`src/rtl/riscv_div_unit_pkg.sv`:
```
// rtl/riscv_div_unit_pkg.sv - ISA divide encodings and divider microarchitecture types
package riscv_div_unit_pkg;

  localparam int CPU_DATA_BITS = 32;

  localparam logic [2:0] FNC_DIV  = 3'b100;
  localparam logic [2:0] FNC_DIVU = 3'b101;
  localparam logic [2:0] FNC_REM  = 3'b110;
  localparam logic [2:0] FNC_REMU = 3'b111;

  // Named so trace and debug tooling can decode the divider state.
  typedef enum logic [1:0] {
    IDLE = 2'd0,
    CALC = 2'd1,
    DONE = 2'd2
  } div_state_t;

endpackage

```
`src/rtl/riscv_div_unit.sv`:
```
// rtl/riscv_div_unit.sv - iterative radix-2 restoring divider for DIV/DIVU/REM/REMU
module riscv_div_unit
  import riscv_div_unit_pkg::*;
#(
  parameter int XLEN     = CPU_DATA_BITS,
  parameter int TAG_BITS = 6
) (
  input  logic                clk,
  input  logic                rst,
  input  logic                flush,
  input  logic                in_valid,
  output logic                in_ready,
  input  logic [2:0]          in_funct3,
  input  logic [XLEN-1:0]     in_rs1,
  input  logic [XLEN-1:0]     in_rs2,
  input  logic [TAG_BITS-1:0] in_tag,
  output logic                out_valid,
  input  logic                out_ready,
  output logic [XLEN-1:0]     out_data,
  output logic [TAG_BITS-1:0] out_tag
);

  localparam int CNT_BITS = $clog2(XLEN);
  localparam logic [XLEN-1:0] MIN_NEG = {1'b1, {(XLEN-1){1'b0}}};

  div_state_t            state;
  logic [CNT_BITS-1:0]   cnt;
  logic [XLEN-1:0]       rem_q;
  logic [XLEN-1:0]       quo_q;
  logic [XLEN-1:0]       dvsr_q;
  logic                  is_rem_q;
  logic                  neg_quo_q;
  logic                  neg_rem_q;
  logic [TAG_BITS-1:0]   tag_q;

  logic                  unused_funct3;
  logic                  op_rem;
  logic                  op_signed;
  logic                  div_zero;
  logic                  overflow;
  logic [XLEN-1:0]       fast_data;
  logic [XLEN-1:0]       abs_rs1;
  logic [XLEN-1:0]       abs_rs2;

  logic [XLEN:0]         rem_sh;
  logic [XLEN:0]         trial;
  logic [XLEN-1:0]       rem_nxt;
  logic [XLEN-1:0]       quo_nxt;
  logic [XLEN-1:0]       quo_fix;
  logic [XLEN-1:0]       rem_fix;

  assign unused_funct3 = in_funct3[2];
  assign in_ready      = (state == IDLE);
  assign out_valid     = (state == DONE);

  always_comb begin
    op_rem    = in_funct3[1];
    op_signed = ~in_funct3[0];
    div_zero  = (in_rs2 == '0);
    overflow  = op_signed && (in_rs1 == MIN_NEG) && (&in_rs2);
    fast_data = '0;
    if (div_zero) begin
      fast_data = op_rem ? in_rs1 : '1;
    end else if (overflow) begin
      fast_data = op_rem ? '0 : MIN_NEG;
    end
    abs_rs1 = (op_signed && in_rs1[XLEN-1]) ? (~in_rs1 + 1'b1) : in_rs1;
    abs_rs2 = (op_signed && in_rs2[XLEN-1]) ? (~in_rs2 + 1'b1) : in_rs2;
  end

  // One restoring step; the extra top bit of trial is the borrow.
  always_comb begin
    rem_sh  = {rem_q, quo_q[XLEN-1]};
    trial   = rem_sh - {1'b0, dvsr_q};
    rem_nxt = trial[XLEN] ? rem_sh[XLEN-1:0] : trial[XLEN-1:0];
    quo_nxt = {quo_q[XLEN-2:0], ~trial[XLEN]};
    quo_fix = neg_quo_q ? (~quo_nxt + 1'b1) : quo_nxt;
    rem_fix = neg_rem_q ? (~rem_nxt + 1'b1) : rem_nxt;
  end

  always_ff @(posedge clk) begin
    if (rst) begin
      state     <= IDLE;
      cnt       <= '0;
      rem_q     <= '0;
      quo_q     <= '0;
      dvsr_q    <= '0;
      is_rem_q  <= 1'b0;
      neg_quo_q <= 1'b0;
      neg_rem_q <= 1'b0;
      tag_q     <= '0;
      out_data  <= '0;
      out_tag   <= '0;
    end else if (flush) begin
      state <= IDLE;
    end else begin
      case (state)
        IDLE: begin
          if (in_valid) begin
            tag_q    <= in_tag;
            is_rem_q <= op_rem;
            if (div_zero || overflow) begin
              out_data <= fast_data;
              out_tag  <= in_tag;
              state    <= DONE;
            end else begin
              quo_q     <= abs_rs1;
              dvsr_q    <= abs_rs2;
              rem_q     <= '0;
              neg_quo_q <= op_signed && (in_rs1[XLEN-1] ^ in_rs2[XLEN-1]);
              neg_rem_q <= op_signed && in_rs1[XLEN-1];
              cnt       <= CNT_BITS'(XLEN - 1);
              state     <= CALC;
            end
          end
        end
        CALC: begin
          rem_q <= rem_nxt;
          quo_q <= quo_nxt;
          cnt   <= cnt - 1'b1;
          if (cnt == '0) begin
            out_data <= is_rem_q ? rem_fix : quo_fix;
            out_tag  <= tag_q;
            state    <= DONE;
          end
        end
        DONE: begin
          if (out_ready) begin
            state <= IDLE;
          end
        end
        default: state <= IDLE;
      endcase
    end
  end

endmodule

```
`config.mk`:
```
export PLATFORM = sky130hd
export DESIGN_NAME = riscv_div_unit
export DESIGN_NICKNAME = d
export VERILOG_FILES = /design/src/rtl/riscv_div_unit_pkg.sv /design/src/rtl/riscv_div_unit.sv
export SDC_FILE = /design/constraint.sdc
export NUM_CORES = 1
export LEC_CHECK = 0
export ABC_CLOCK_PERIOD_IN_PS = 5340
export CORE_MARGIN = 10
export CORE_UTILIZATION = 45
export DETAILED_ROUTE_END_ITERATION = 10
export PLACE_DENSITY = 0.65
export SYNTH_ARGS = -nofsm -noshare
export SYNTH_HDL_FRONTEND = slang
export SYNTH_SLANG_ARGS = --single-unit
```
`constraint.sdc`:
```
create_clock -name clk -period 5.34 [get_ports clk]
set_clock_uncertainty 0.1 [all_clocks]
set_input_delay 1.335 -clock clk [delete_from_list [all_inputs] [get_ports clk]]
set_output_delay 1.335 -clock clk [all_outputs]
set_load 0.02 [all_outputs]
```
==> metrics.cfg <==
[worst_setup_path]
crit_required_ns=5.61
max_stage_delay_ns=0.52
cp_num_cells=23
path_delay_family=simple AND/OR/NAND/NOR gates
reg2regPathDepth=23
end_kind=flop
worst-path-buf-inv=4
critPathArrivalTime_ns=5.46
worstSetupPathType=flop to flop
cp_max_fo=4
crit_chain=inv_1 -> ha_4 -> and3_1 -> and2_1 -> a22oi_1 -> nand3_2 -> o21a_4 -> buf_4 -> o21ai_1 -> o21ai_1 -> inv_1 -> ha_2 -> nand2_2 -> or2_4 -> or3_4 -> or4_4 -> o311ai_4 -> o221ai_2 -> or4_4 -> buf_4 -> a211oi_2 -> o21ai_1 -> a31oi_1
crit_path_frequent_cell=o21ai_1
critPathSlowestCell=or4_4
critPathLaunchType=flop

[cells_and_area]
post_route_cells_drive_above_1_share_pct=13.6
fin_cells=2266
register_area_mm2=0.00300
stdcell_area_mm2=0.0156
fin_nets=2030
nFillCells=2593
final_util_pct=57.8
area_delta_synth_final_pct=26.1
multi_input_area_mm2=0.00887
diodes=0

[power]
p_per_area_mw_per_mm2=223
vdd_drop_max_v=0.000211
p_leak_nw=6.11
fin_total_pwr_mw=3.48

[clock_network]
cts.sinks=150
cts_tree=yes
clockBufferDepth=2
clk_root_buffer_cell=clkbuf_16
ctsHoldBuffers=0
worstSkewPairLatency_ns=0.45
clkSlewWorstSetupHoldPaths_ns=0.07
cts_max_level=4
cts_buffers=17

[logic_synthesis]
synth.yosys.seq_area_share_pct=24.3
syn_nets=1842
syn_area_mm2=0.0124
synth_flop_cell=dfxtp_1
synth_edf_count=0
synth-seq-cells=150
ys_warn_count=0
async_reset_ff_share_pct=0
postSynthAreaPerCell_um2=7.18
synthDistinctLibCells=83
syn_inst=1724

[drt]
final_antenna_net_count=0
dr.pass1.iters=6
dr.first_iter.drc_count=1302
vias=13800
via_per_inst=6.09
route.detailed.drc=0
wirelength_mm=45.0
avgRoutedWirePerCell_um=19.9

[global_route]
grt_pass1_vias=12600
grt_max_degree=92
grt_pass1_wl_mm=69.4
grt_overflow=0
grtUsageTotal_pct=25.3
grt_antenna_before_repair=0

[place]
dp_hpwl_mm=35.3
dpl_cell_area_mm2=0.0149
portBuffers=116
pre_cts_slack_ns=-0.0609
place_congestion=0.926
placed_cells=2231

[hold_path]
hold_depth=2
holdCritPathClass=flop to flop

[timing]
finalCritPeriodShare_pct=97.2
finalSetupViolCount=0
setup_slack_ns=0.150
finalCriticalPeriod_ns=5.19
setup_tns_ns=0
fmax_ghz=0.193
tightest_slew_ns=1.15
rsz0062_at_grt=no
maxSlewViolCount=0
slew_headroom_pct=23.6
whs_ns=0.360
final_hold_viol_count=0

[run_status]
status=complete, no violations

[floorplanning]
die_area_mm2=0.0345
io_pins=118
core_mm2=0.0270
start_util_pct=45.8
die_x_um=186
die_h_um=186
rows=60

[flow_run]
maxCapViolCount=0

[layout make-up]
cell class | count | area share, %
multi-input cells | 1397 | 56.8
flip-flops and latches | 150 | 19.2
clock inverters | 13 | 0.866
well taps | 341 | 2.73
inverters | 60 | 1.44
clock buffers | 19 | 2.84
repair buffers | 286 | 16.1
[power breakdown]
| part | switching [mW] | total, mW | internal (mW) |
|---|---|---|---|
| Sequential | 0.0457 | 1.22 | 1.18 |
| Combinational | 0.608 | 1.03 | 0.425 |
| Clock | 0.556 | 1.22 | 0.668 |
| Total | 1.21 | 3.48 | 2.27 |
[repair_timing]
item / CTS / global route
pin swaps: 1 / 9
buffers inserted: 0 / 3
resized for setup: 3 / 25
setup endpoints to repair: 3 / 9
[synthesized netlist by cell type, types with 7 or more instances]
master / count / area [um2]
nor2_1: 256 / 961
dfxtp_1: 150 / 3000
nand2_1: 141 / 529
o21ai_0: 121 / 606
a21oi_1: 118 / 591
clkbuf_1: 96 / 360
a211oi_1: 73 / 548
xor2_1: 62 / 543
xnor2_1: 59 / 517
inv_1: 58 / 218
nor3_1: 49 / 245
ha_1: 39 / 488
o31ai_1: 30 / 225
or3_1: 28 / 175
a311oi_1: 27 / 236
nand3_1: 27 / 135
mux2i_1: 26 / 260
nand4_1: 22 / 138
o211ai_1: 21 / 158
nand2b_1: 20 / 125
nor4_1: 19 / 119
a22oi_1: 18 / 135
and2_1: 16 / 100
a31oi_1: 15 / 93.8
or4_1: 15 / 113
a21o_1: 14 / 105
nor2b_1: 14 / 87.6
o41ai_1: 14 / 123
and3_1: 12 / 75.1
buf_1: 9 / 33.8
buf_2: 9 / 45.0
o21a_1: 8 / 60.1
o21bai_1: 8 / 60.1
a221oi_1: 7 / 61.3
or2_2: 7 / 43.8
[placed cells by master, fill, tap and decap left out, drive strengths merged, types with 19 or more instances in the layout]
cell type	n
nand2b	20
clkdlybuf4s50	115
o211ai	22
clkbuf	19
nor3	50
dfxtp	150
inv	65
buf	171
xor2	62
a311oi	27
nor2	256
o31ai	30
a21oi	123
or3	28
mux2i	26
o21ai	126
xnor2	59
nor4	20
ha	39
nand2	142
nand3	27
a211oi	74
nand4	23
[sequential cells by signal (all words and copies together) (netlist names)]
register and cells:
dvsr_q 32, out_data 32, rem_q 32, out_tag 6, cnt 5, neg_rem_q 1
neg_quo_q 1, is_rem_q 1, tag_q 6, state 2, quo_q 32
[worst min-delay path, stage by stage, from the launching register on]
cell     delay [ns]
dfxtp_1        0.32
nand2_1        0.05
a21oi_1        0.05
[path summary, 6_finish.rpt]
path                                start                         to  slack [ns]
setup / recovery  dvsr_q[29]$_SDFFE_PP0P_  out_data[24]$_SDFFE_PP0P_        0.15
hold / removal    dvsr_q[18]$_SDFFE_PP0P_    dvsr_q[18]$_SDFFE_PP0P_        0.36
setup reg to reg  dvsr_q[29]$_SDFFE_PP0P_  out_data[24]$_SDFFE_PP0P_        0.15
hold reg to reg   dvsr_q[18]$_SDFFE_PP0P_    dvsr_q[18]$_SDFFE_PP0P_        0.36
[routing by layer]
layer / track usage (%) / wire length [um] / vias up
met4: 8.67 / 1280 / 0
met2: 40.5 / 20700 / 539
li1: - / - / 6698
met3: 3.35 / 2920 / 81
met5: 0 / 0 / -
met1: 34.1 / 20100 / 6483
[cells by family (layout without fill, tap and decap cells)]
group	after synthesis	in the layout	synth area share (%)
compound gates	554	554	30.2
xor+xnor	121	121	8.56
fa+ha+maj	40	40	4.10
buf+inv	177	378	5.61
flops	150	150	24.3
mux	32	32	2.65
simple gates	650	650	24.6
Note: power is estimated with default switching activity, not from simulation.
